### config.mk
export PLATFORM = sky130hd
export DESIGN_NAME = ahbl_input_stage
export DESIGN_NICKNAME = d
export VERILOG_FILES = /design/src/rtl/ahbl_input_stage.sv
export SDC_FILE = /design/constraint.sdc
export NUM_CORES = 1
export LEC_CHECK = 0
export ABC_AREA = 1
export CORE_MARGIN = 2
export CORE_UTILIZATION = 45
export CTS_BUF_LIST = sky130_fd_sc_hd__clkbuf_8
export CTS_CLUSTER_SIZE = 25
export DETAILED_ROUTE_END_ITERATION = 8
export PLACE_DENSITY = 0.9
export SETUP_SLACK_MARGIN = 0.4
export SLEW_MARGIN = 20
export SYNTH_ARGS = -nofsm -noshare
export SYNTH_HDL_FRONTEND = slang
export SYNTH_SLANG_ARGS = --single-unit
export TNS_END_PERCENT = 100
### constraint.sdc
create_clock -name HCLK -period 1.6 [get_ports HCLK]
set_input_delay 0.24 -clock HCLK [delete_from_list [all_inputs] [get_ports HCLK]]
set_output_delay 0.24 -clock HCLK [all_outputs]
set_load 0.005 [all_outputs]
### src/rtl/ahbl_input_stage.sv
// AHB-Lite per-master address-phase input stage: holds phases the mux cannot take,
// stalls the master, optional local alignment ERROR (AHBL_INPUT_STAGE_ALIGN_CHK_EN).
package ahbl_bus_mux_defines;
  typedef struct packed {
    logic [31:0] haddr;
    logic [2:0]  hburst;
    logic        hmastlock;
    logic [3:0]  hprot;
    logic [2:0]  hsize;
    logic [1:0]  htrans;
    logic        hwrite;
  } aphase_t;
endpackage

module ahbl_input_stage
  import ahbl_bus_mux_defines::*;
#(
  parameter int unsigned DATA_WIDTH = 32
) (
  input  logic        HCLK,
  input  logic        HRESETn,
  input  logic [31:0] M_HADDR,
  input  logic [2:0]  M_HBURST,
  input  logic        M_HMASTLOCK,
  input  logic [3:0]  M_HPROT,
  input  logic [2:0]  M_HSIZE,
  input  logic [1:0]  M_HTRANS,
  input  logic        M_HWRITE,
  output logic        M_HREADYOUT,
  output logic        M_HRESP,
  output aphase_t     out_aphase,
  output logic        out_req,
  input  logic        mux_accept,
  input  logic        dphase_active,
  input  logic        S_HREADY,
  input  logic        S_HRESP
);

  localparam int unsigned MAX_SIZE = $clog2(DATA_WIDTH / 8);
  localparam logic [1:0]  HTRANS_NONSEQ = 2'b10;
  localparam logic [1:0]  HTRANS_SEQ    = 2'b11;
  localparam logic [2:0]  HBURST_INCR   = 3'b001;

  typedef enum logic [1:0] {NORM, ERR1, ERR2} rsp_state_t;

  rsp_state_t rsp_state;
  logic       hold_valid;
  aphase_t    hold_reg;
  aphase_t    live_aphase;
  aphase_t    store_aphase;
  logic       live_req;
  logic       legal;

  assign live_aphase = '{haddr: M_HADDR, hburst: M_HBURST, hmastlock: M_HMASTLOCK,
                         hprot: M_HPROT, hsize: M_HSIZE, htrans: M_HTRANS,
                         hwrite: M_HWRITE};

  // A held SEQ beat is replayed as the start of an undefined-length INCR burst
  always_comb begin
    store_aphase = live_aphase;
    if (M_HTRANS == HTRANS_SEQ) begin
      store_aphase.htrans = HTRANS_NONSEQ;
      store_aphase.hburst = HBURST_INCR;
    end
  end

  assign live_req = M_HREADYOUT & M_HTRANS[1];

`ifdef AHBL_INPUT_STAGE_ALIGN_CHK_EN
  logic [31:0] addr_mask;
  always_comb begin
    addr_mask = (32'(1) << M_HSIZE) - 32'(1);
    legal     = (32'(M_HSIZE) <= MAX_SIZE) && ((M_HADDR & addr_mask) == 32'(0));
  end
`else
  assign legal = 1'b1;
`endif

  always_ff @(posedge HCLK or negedge HRESETn) begin
    if (!HRESETn) begin
      hold_valid <= 1'b0;
      hold_reg   <= '0;
      rsp_state  <= NORM;
    end else begin
      if (hold_valid && mux_accept) begin
        hold_valid <= 1'b0;
      end else if (live_req && legal && !mux_accept && !hold_valid) begin
        hold_valid <= 1'b1;
        hold_reg   <= store_aphase;
      end
`ifdef AHBL_INPUT_STAGE_ALIGN_CHK_EN
      // ERR2 drives HREADYOUT high, so a new illegal phase there restarts the response
      case (rsp_state)
        NORM:    rsp_state <= (live_req && !legal) ? ERR1 : NORM;
        ERR1:    rsp_state <= ERR2;
        ERR2:    rsp_state <= (live_req && !legal) ? ERR1 : NORM;
        default: rsp_state <= NORM;
      endcase
`else
      rsp_state <= NORM;
`endif
    end
  end

  // Master-side response; forced idle-ready while reset is asserted
  always_comb begin
    M_HREADYOUT = 1'b1;
    M_HRESP     = 1'b0;
    if (HRESETn) begin
      if (rsp_state == ERR1) begin
        M_HREADYOUT = 1'b0;
        M_HRESP     = 1'b1;
      end else if (rsp_state == ERR2) begin
        M_HREADYOUT = 1'b1;
        M_HRESP     = 1'b1;
      end else begin
        if (hold_valid)         M_HREADYOUT = 1'b0;
        else if (dphase_active) M_HREADYOUT = S_HREADY;
        if (dphase_active)      M_HRESP     = S_HRESP;
      end
    end
  end

  assign out_aphase = hold_valid ? hold_reg : live_aphase;
  assign out_req    = HRESETn & (hold_valid | (live_req & legal));

endmodule

# Yosys cells after proc, flatten, opt, wreduce, memory -nomap -nowiden
# Index checks and enable logic that the tools add are counted.
[op_classes] muxes=10 bitwise=4 n_eq_ne=1 n_reduce_logical=7
[ops] op="two-way mux 46 bit" count=1
[ops] op="two-way mux 1 bit" count=7
[ops] op="logical AND 1 bit" count=3
[ops] op="two-way mux 3 bit" count=1
[ops] op="bitwise AND 1 bit" count=2
[ops] op="== test 2 bit, second input constant" count=1
[ops] op="zero test 1 bit" count=2
[ops] op="two-way mux 2 bit" count=1
[ops] op="AND reduction 2 bit" count=1
[ops] op="nonzero test 2 bit" count=1
[ops] op="inverter 1 bit" count=1
[ops] op="OR 1 bit" count=1
[totals] input_bits=52 elab_cells=30 register_bits=47

# Longest topological paths before layout
# Gate-level depths: netlist of the first run.
[depth] ltp_word=8 depth_mapped=7 depth_no_buf=6

# Worst setup path before layout of the first run
# OpenSTA, ideal clock, no wires.
[synth_path] kind="flip-flop to output port" start="register hold_valid" end="output out_aphase[10] (netlist name)" path_slack_ns=0.327 path_stages_with_launch=6 n_path_buf=2 required_ns=1.360 arrival_time_ns=1.033 cell_sequence="dfrtp_1 -> inv_2 -> buf_2 -> buf_1 -> nand2_1 -> nand2_1"
[synth_rtl] element="start, declared" line="47" text="logic hold_valid;"
[synth_rtl] element="start signal, assigned" line="81" text="hold_valid <= 1'b0;"
[synth_rtl] element="start signal, assigned" line="86" text="hold_valid <= 1'b0;"
[synth_rtl] element="start signal, assigned" line="88" text="hold_valid <= 1'b1;"
[synth_rtl] element="end, declared" line="31" text="output aphase_t out_aphase,"

# Worst setup path in the final report of the first run
[layout_path] start="register hold_valid" end="register hold_reg[15] (netlist name)"
[layout_between] elab_chain_cells=6 word_cells_on_any_way=9
[layout_lines] element="two-way mux 1 bit" line="117" text="if (hold_valid) M_HREADYOUT = 1'b0;"
[layout_lines] element="two-way mux 1 bit" line="109" text="if (HRESETn) begin"
[layout_lines] element="bitwise AND 1 bit" line="67" text="assign live_req = M_HREADYOUT & M_HTRANS[1];"
[layout_lines] element="logical AND 1 bit (2 in a row)" line="87" text="end else if (live_req && legal && !mux_accept && !hold_valid) begin"
[layout_lines] element="AND reduction 2 bit (no line) *"
[layout_lines] element="end signal, assigned" line="89" text="hold_reg <= store_aphase;"
[layout_lines] element="end, declared" line="48" text="aphase_t hold_reg;"
# Every way passes the cells marked *; elsewhere a longest branch is shown, timed or not.
# A chain may end at the register's enable or synchronous reset.

==> results of run 1 <==
==> critical path: stages (launching register included) <==
cell	delay, ns
dfrtp_2	0.47
clkinv_4	0.09
buf_6	0.10
buf_6	0.10
nand2_4	0.04
buf_6	0.12
nor2_8	0.14
buf_6	0.16
buf_12	0.12
clkbuf_16	0.14
nand3_1	0.11
nand2_1	0.12
==> power by group through the flow <==
stage,registers [mW],clock network [mW],logic (mW)
finish,1.76,0.946,2.27
global route,1.78,0.994,2.37
CTS,1.64,0.910,1.66
detailed placement,1.63,0,1.33
global placement,1.62,0,1.28
floorplan,1.60,0,0.608
==> area by class of cell <==
class	count	share of cell area, %
clock buffer	6	1.63
clock inverter	2	0.691
inverter	8	0.691
multi-input combinational	283	34.6
sequential	47	23.2
tap	72	1.78
timing repair buffer	166	37.4
==> layer usage <==
layer	up-vias	part of all wire [%]	global-route usage, %	routed length [um]
li1	1442	-	-	-
met1	1691	35	41.4	4780
met2	322	47	58.2	6370
met3	102	9.7	6.78	1320
met4	0	7.9	18.6	1060
met5	-	0	0	0
==> worst max path at each step <==
stage | endpoint | cells after the start
after floorplan | hold_reg[43] | 7
after global placement | out_req | 6
after detailed placement | out_req | 6
after CTS | out_aphase[37] | 6
after global routing | hold_reg[15] | 11
final | hold_reg[15] | 11
==> cells in the final DEF (no fill, tap or decap), drive strengths merged, types with 4 or more instances in the layout <==
cell type      Yosys  layout
nand2            224     224
buf               21     108
clkdlybuf4s50      0      49
dfrtp             47      47
nand3             47      47
clkbuf             1      13
inv                8       7
o21ai              6       6
a21oi              4       4
==> through the flow <==
step / cells / area (sq um) / setup slack [ns] / TNS, ns / utilization, %
finish: 584 / 5070 / -0.186 / -10.06 / 93.2
global route: 584 / 5070 / -0.221 / -12.98 / 93.2
CTS: 574 / 4390 / -0.107 / -2.62 / 80.7
detailed placement: 529 / 3680 / -0.212 / -2.67 / 67.6
global placement: 529 / 3680 / -0.152 / -0.296 / 67.6
floorplan: 360 / 2500 / 0.423 / 0 / -
==> Yosys cell counts (all sizes together) <==
| master | instances |
|---|---|
| nand3 | 47 |
| nand2 | 224 |
| nor2 | 2 |
| o21ai | 6 |
| clkbuf | 1 |
| dfrtp | 47 |
| buf | 21 |
| a21oi | 4 |
| inv | 8 |
==> cell families after synthesis <==
group	after synthesis	share of synthesized area (%)
AOI/OAI and AO/OA	10	2.00
buffers and inverters	30	6.26
and+or+nand+nor	273	44.7
DFF	47	47.0
==> timing repair <==
action	in CTS	in global routing
hold buffers	1	0
buffers inserted	23	7
pin swaps	23	30
cloned	13	3
setup endpoints to repair	96	95
endpoints found under the hold margin	7	0
resized for setup	271	160
==> metrics.txt, run 1 <==
run status=complete, but fails checks; failing checks=setup timing; DIE AREA=just over 6000 sq um; Post-Syn Area=2500 sq um; ANT nets after route=0; FF+latch count, synth=47; Arr. time, crit path=2.03 ns; final setup fails=94; GR Util All Layers=34.5%; fin crit period=1.79 ns; # diodes=0; Largest register FFs=46; Sw Share=37.1%; DP HPWL=4810 um; max cap viols=0; part of the power in the clock network=between 10% and 20%; area occupied by multi-input gates=1760 sq um; Final Cycle Share=112%; total design power=~5 mW; Buffers on Ports=100; area delta synth->final=103%; drt pass-1 iters=5; clock latency on the worst-skew pair=0.32 ns; FF-to-FF path depth=11; Clk pin slew, worst setup/hold paths=approximately 0.1 ns; Hold Path Class=in -> async; row count=27; DR WL/cell=23.2 um; fillers=174; I/O pin count=slightly above 100; total grt overflow=0; power per cell area=between 900 and 1000 nW/um^2; RR Startpoint=hold_valid; initial antenna violation count=0; reg2reg setup slack=-0.19 ns; leakage=2.58 nW; initial core utilization=a little under half; critical path class=reg -> reg; Hold Slack=0.163 ns; Detailed Route Iter0 Violations=336; CTS tree=done; area leader, netlist=dfrtp_1; Avg Vias per Cell=6.09; Slew Viols, Final=0; htree depth=2; Seq/Total Area, Yosys=approximately 47%; Ys Warns=0; core footprint=5440 sq um; number of nets in the layout=563; Die Height=78.5 um; clock tree buffer depth=2; part of the power in registers=between 30% and 40%; share of cells above drive strength 1=52.5%; Slew HR=between 60% and 70%; via count=roughly 3,600; Netlist cell types=15; RR Endpoint=hold_reg[15]; Area contributors post-synth=dfrtp_1 (47%), nand2_1 (33%), nand3_1 (9.2%); CP required=1.84 ns; synthesized instance count=360; Pint=3.13 mW; Yosys top cell area share=roughly 47%; routability cong.=0.758; Die W=78.5 um; RSZ-0062 raised after global routing=yes; fmax=approximately 560 MHz; register area=roughly 1200 sq um; drt drc=0; logic gate share of total power=45.6%; Critical Path Fanout Max=5; Num CTS Buffers=5; final setup margin=-0.186 ns; Slew @ Worst Pin=between 0.5 and 0.6 ns; Syn Nets=412; reported net switching power=1.85 mW; CTS Sinks=47; vias in the first global route=~3,200; CP Capture Type=flip-flop; final hold vios=0; detailed-route wire length=13,500 um; startpoint types=flip-flop; VDD IR-drop max=0.743 mV; largest net degree at the start of global routing=46; syn_area_per_cell=between 6 and 7 sq um; CP startpoint=hold_valid; Root Buffer=clkbuf_8; global-route wire length before repair=roughly 16,000 um; Fin Clk Skew=0.0141 ns
Power figures use the tool's default switching activity.
==> run 2: changes to the inputs <==
CORE_ASPECT_RATIO = 1.75   (was not set)
==> run 2 against run 1 <==
The run still ends with setup timing left. Clock power barely moved. Critical path depth is 4 lower. Die area up 0.38%. Global-route usage increased by 2.6 points.
==> metrics.txt, run 2 (synthesis gave the netlist of run 1 again) <==
startpoint types=flip-flop; DR WL/cell=23.6 um (+2.1%); Final Cycle Share=114% (+2.5 points); Slew @ Worst Pin=0.442 ns (-0.0950 ns); DP HPWL=5290 um (+10%); Fin Clk Skew=0.0144 ns (+0.000302 ns); Die W=60.3 um (-23%); fin crit period=1.83 ns (+0.0399 ns); Arr. time, crit path=1.59 ns (-0.44 ns); CP required=1.36 ns (-0.48 ns); Num CTS Buffers=5 (unchanged); htree depth=2 (unchanged); routability cong.=0.803 (+5.9%); final setup margin=-0.226 ns (-0.0399 ns); Die Height=103 um (+31%); global-route wire length before repair=16,600 um (+2.1%); reg2reg setup slack=-0.21 ns (-0.02 ns); drt drc=0 (unchanged); leakage=2.52 nW (-2.1%); via count=3,596 (+1.1%); crit path to=out_aphase[8]; max incr delay on CP=0.45 ns (-0.02 ns); final setup fails=94 (unchanged); Largest register FFs=46 (unchanged); initial antenna violation count=0 (unchanged); final hold vios=0 (unchanged); critical path class=reg -> out; FF-to-FF path depth=11 (unchanged); area delta synth->final=96.1%; RR Startpoint=hold_valid; failing checks=setup timing; CP max-delay cell=dfrtp_2; CP top delay family=buffers and inverters; power per cell area=998 nW/um^2 (+1.8%); ANT nets after route=0 (unchanged); CTS tree=done; run status=complete, but fails checks; GR Util All Layers=37.1% (+2.6 points); Detailed Route Iter0 Violations=326 (-3.0%); largest net degree at the start of global routing=46 (unchanged); Hold Slack=0.0708 ns (-0.0920 ns); Crit path depth=7 (-4); Slew HR=70.5% (+6.3 points); Root Buffer=clkbuf_8; share of cells above drive strength 1=48.1% (-4.5 points); total grt overflow=0 (unchanged); max cap viols=0 (unchanged); Critical Path Fanout Max=7 (+2); CP Capture Type=output pin; Buffers on Ports=100 (unchanged); clock tree buffer depth=2 (unchanged); Avg Vias per Cell=6.07 (-0.27%); RSZ-0062 raised after global routing=yes; vias in the first global route=3,404 (+4.9%); clock latency on the worst-skew pair=0.32 ns (about the same); initial core utilization=47.2% (+1.2 points); crit path buf inv count=5 (-2); commonest non-fill, non-tap cell in the layout=nand2_1; dpl ws=-0.185 ns (+0.0269 ns); I/O pin count=101 (unchanged); # diodes=0 (unchanged); DIE AREA=6190 sq um (+0.38%); core footprint=5300 sq um (-2.6%); detailed-route wire length=14,000 um (+3.5%); CTS Sinks=47 (unchanged); row count=35 (+30%); VDD IR-drop max=1.16 mV (+56%); number of nets in the layout=569 (+1.1%); RR Endpoint=hold_reg[26]; crit-path cells=clkinv_4, buf_6, buf_12, buf_4, nand2_2, nand2_2, buf_6; Hold Path Class=in -> async; fmax=548 MHz (-2.2%); Clk pin slew, worst setup/hold paths=0.10 ns (about the same); total design power=4.90 mW (-1.6%); drt pass-1 iters=5 (unchanged); most frequent cells in the layout=nand2_1 (120), nand2_2 (65), clkdlybuf4s50_1 (48); CP startpoint=hold_valid; Slew Viols, Final=0 (unchanged)
run 2: timing repair:
action                                 4_1_cts  5_1_grt
cloned                                      14        1
endpoints found under the hold margin       15        0
buffers inserted                            30        4
setup endpoints to repair                   96       95
hold buffers                                 1        0
gates resized for setup                    303      108
pin swaps                                   25       13
run 2: per-stage QoR:
stage	util, %	setup TNS [ns]	cell area, sq um	cells
after floorplan	-	0	2500	360
after global placement	69.2	-0.586	3660	534
after detailed placement	69.2	-4.60	3660	534
after CTS	83.8	-5.27	4440	587
after global routing	92.5	-17.88	4900	592
final	92.5	-14.02	4900	592
run 2: area by class of cell:
type / instances / area, sq um
Clock buffer: 6 / 82.6
Sequential cell: 47 / 1180
Multi-Input combinational cell: 283 / 1680
Tap cell: 74 / 92.6
Clock inverter: 2 / 35.0
Inverter: 8 / 35.0
Fill cell: 182 / 395
Timing Repair Buffer: 172 / 1800
run 2: metal layers:
layer | GRT usage (%) | vias to the layer above | share of wire, %
met3 | 8.78 | 120 | 8.1
met5 | 0 | - | 0
met1 | 39.8 | 1719 | 32
met2 | 63.4 | 316 | 51
li1 | - | 1441 | -
met4 | 23.6 | 0 | 9.1
run 2: worst min-delay path by stage:
stage / from / to / slack (ns) / cells after the start
finish: HRESETn / hold_reg[19] / 0.07 / 2
global route: HRESETn / hold_reg[19] / 0.1 / 2
CTS: HRESETn / hold_reg[2] / 0.05 / 2
detailed placement: HRESETn / hold_reg[10] / 0.28 / 2
global placement: HRESETn / hold_reg[24] / 0.29 / 2
floorplan: HRESETn / hold_reg[0] / -0.06 / 0
run 2: power by group:
part / leakage, nW / switching (mW) / total [mW] / internal, mW
combinational: 1.88 / 1.08 / 2.15 / 1.08
sequential: 0.581 / 0.328 / 1.79 / 1.47
clock: 0.0612 / 0.442 / 0.949 / 0.507
==> run 3: changes to the inputs <==
CORE_UTILIZATION = 48   (was 45)
PLACE_DENSITY = 0.95   (was 0.9)
clock period = 2.2 ns   (was 1.6 ns; I/O delays follow)
==> run 3 against run 2 <==
The run now ends clean. Utilization decreased by 13 points. Sequential share of layout area grew 5.9 points. Final cell count fell by 10%. Non-clock buffer count shrank 38. Sequential power is 34% lower. Sequential cell count stayed put. Die area down 5.9%. Combinational power shrank 51%. Power down 44%. Clock skew shrank 0.0085 ns. Hold slack better by 0.025 ns. Critical path type unchanged. Highest routed layer unchanged.
==> metrics.txt, run 3 (synthesis gave the netlist of run 1 again) <==
RR Endpoint=hold_reg[35]; power per cell area=691 nW/um^2 (-31%); final hold vios=0 (unchanged); fmax=498 MHz; total grt overflow=0 (unchanged); CTS Sinks=47 (unchanged); via count=2,881 (-20%); DR WL/cell=15.6 um (-34%); vias in the first global route=2,755 (-19%); Die Height=99.5 um (-3.1%); Die W=58.6 um (-3.0%); fillers=321 (+76%); largest net degree at the start of global routing=47 (+2.2%); startpoint types=flip-flop; VDD IR-drop max=0.696 mV (-40%); DIE AREA=5820 sq um (-5.9%); CP required=1.87 ns (+0.51 ns); reg2reg setup slack=0.53 ns (+0.74 ns); M2 GR Usage=46.6% (-17 points); most frequent cells in the layout=nand2_1 (207), clkdlybuf4s50_1 (54), nand3_1 (46), dfrtp_1 (46), clkbuf_2 (17); final setup margin=0.192 ns (+0.418 ns); Largest register FFs=46 (unchanged); Final Cycle Share=between 90 and 100%; leakage=2.27 nW (-10%); critical path class=reg -> out; RR Startpoint=hold_valid; final setup fails=0 (-100%); met3 GRT Util=5.20% (-3.6 points); Arr. time, crit path=1.68 ns (+0.09 ns); area delta synth->final=57.4%; Avg Vias per Cell=5.41 (-11%); run status=finished clean; share of cells above drive strength 1=17.1% (-31 points); max incr delay on CP=0.46 ns (about the same); row count=34 (-2.9%); initial core utilization=50.2% (+3.0 points); max cap viols=0 (unchanged); clock tree buffer depth=2 (unchanged); core footprint=4980 sq um (-6.1%); Top cell by count, worst path=buf_4; global-route wire length before repair=12,300 um (-26%); ANT nets after route=0 (unchanged); Slew HR=68.6% (-2.0 points); fin crit period=2.01 ns; met1 Track Usage GR=31.9% (-7.9 points); Critical Path Fanout Max=5 (-2); I/O pin count=101 (unchanged); number of nets in the layout=532 (-6.5%); Hold Path Class=in -> async; CTS tree=done; CP max-delay cell=dfrtp_2; FF-to-FF path depth=8 (-3); Root Buffer=clkbuf_8; htree depth=2 (unchanged); most used routing layer=met2; CP startpoint=hold_valid; crit path buf inv count=5 (unchanged); DP HPWL=4920 um (-6.9%); CP top delay family=buffers and inverters; drt drc=0 (unchanged); Clk pin slew, worst setup/hold paths=0.08 ns (-0.02 ns); detailed-route wire length=8330 um (-41%); Slew @ Worst Pin=0.472 ns (+0.0296 ns); Fin Clk Skew=0.00592 ns (-0.00849 ns); CP Capture Type=output pin; routability cong.=0.788 (-1.9%); Slew Viols, Final=0 (unchanged); Num CTS Buffers=5 (unchanged); GR Util All Layers=27.1% (-10 points); dpl ws=0.186 ns (+0.370 ns); RSZ-0062 raised after global routing=yes; initial antenna violation count=0 (unchanged); Detailed Route Iter0 Violations=173 (-47%); Buffers on Ports=100 (unchanged); # diodes=0 (unchanged); TNS Setup=0 ns (+14.02 ns); clock latency on the worst-skew pair=0.30 ns (-0.02 ns); commonest non-fill, non-tap cell in the layout=nand2_1; drt pass-1 iters=5 (unchanged); crit-path cells=buf_4, buf_12, buf_4, buf_4, nand2_1, nand2_1, dlygate4sd2_1
-- run 3: changes by cell type in the layout (fill, tap and decap cells not counted), sizes merged, moves of 6 or more --
cell / change
buf: -83
clkbuf: +16
dlymetal6s2s: +16
dlygate4sd2: +8
clkdlybuf4s50: +6
-- run 3: worst max path at each step --
stage,end,cells after the start
final,out_aphase[30],7
after global routing,out_req,7
after CTS,out_req,5
after detailed placement,out_req,6
after global placement,out_req,6
after floorplan,out_aphase[10],5
-- run 3: timing repair --
item	CTS	global route
endpoints found under the setup margin	49	90
pin swaps	0	4
setup buffers	11	11
gates resized for setup	42	83
cloned	1	2
hold buffers	0	0
-- run 3: routing by layer --
| metal | wire, um | part of all wire [%] |
|---|---|---|
| met1 | 2860 | 34 |
| met2 | 4610 | 55 |
| met3 | 590 | 7.1 |
| met4 | 265 | 3.2 |
| met5 | 0 | 0 |
-- run 3: layout make-up --
class                      count  area, sq um  area share (%)
timing repair buffer         134         1340            34.1
multi-input combinational    284         1240            31.5
sequential                    47         1180            29.9
clock buffer                   5         68.8            1.75
tap                           54         67.6            1.72
inverter                       8         35.0           0.890
clock inverter                 1         3.75          0.0954
-- run 3: worst reg2reg max path, cell delays in order, from the launching register on --
cell      delay, ns
dfrtp_2        0.46
clkinv_4       0.11
buf_6          0.12
buf_12         0.10
nand2_1        0.06
nand2_2        0.07
buf_4          0.41
nand3_1        0.17
nand2_1        0.11
-- run 3: report_power, final --
part,switching [mW],internal [mW]
clock,0.271,0.208
sequential,0.121,1.07
combinational,0.514,0.538
total,0.906,1.81
-- run 3: per-stage QoR --
step           total power [mW]  instance area (sq um)  utilization (%)  hold slack [ns]  instances
2_1_floorplan              1.60                   2500                -           0.0344        360
3_3_place_gp               2.07                   3520             70.8            0.408        502
3_5_place_dp               2.11                   3520             70.8            0.413        502
4_1_cts                    2.60                   3720             74.8            0.110        520
5_1_grt                    2.88                   3940             79.1            0.130        533
6_report                   2.72                   3940             79.1           0.0958        533
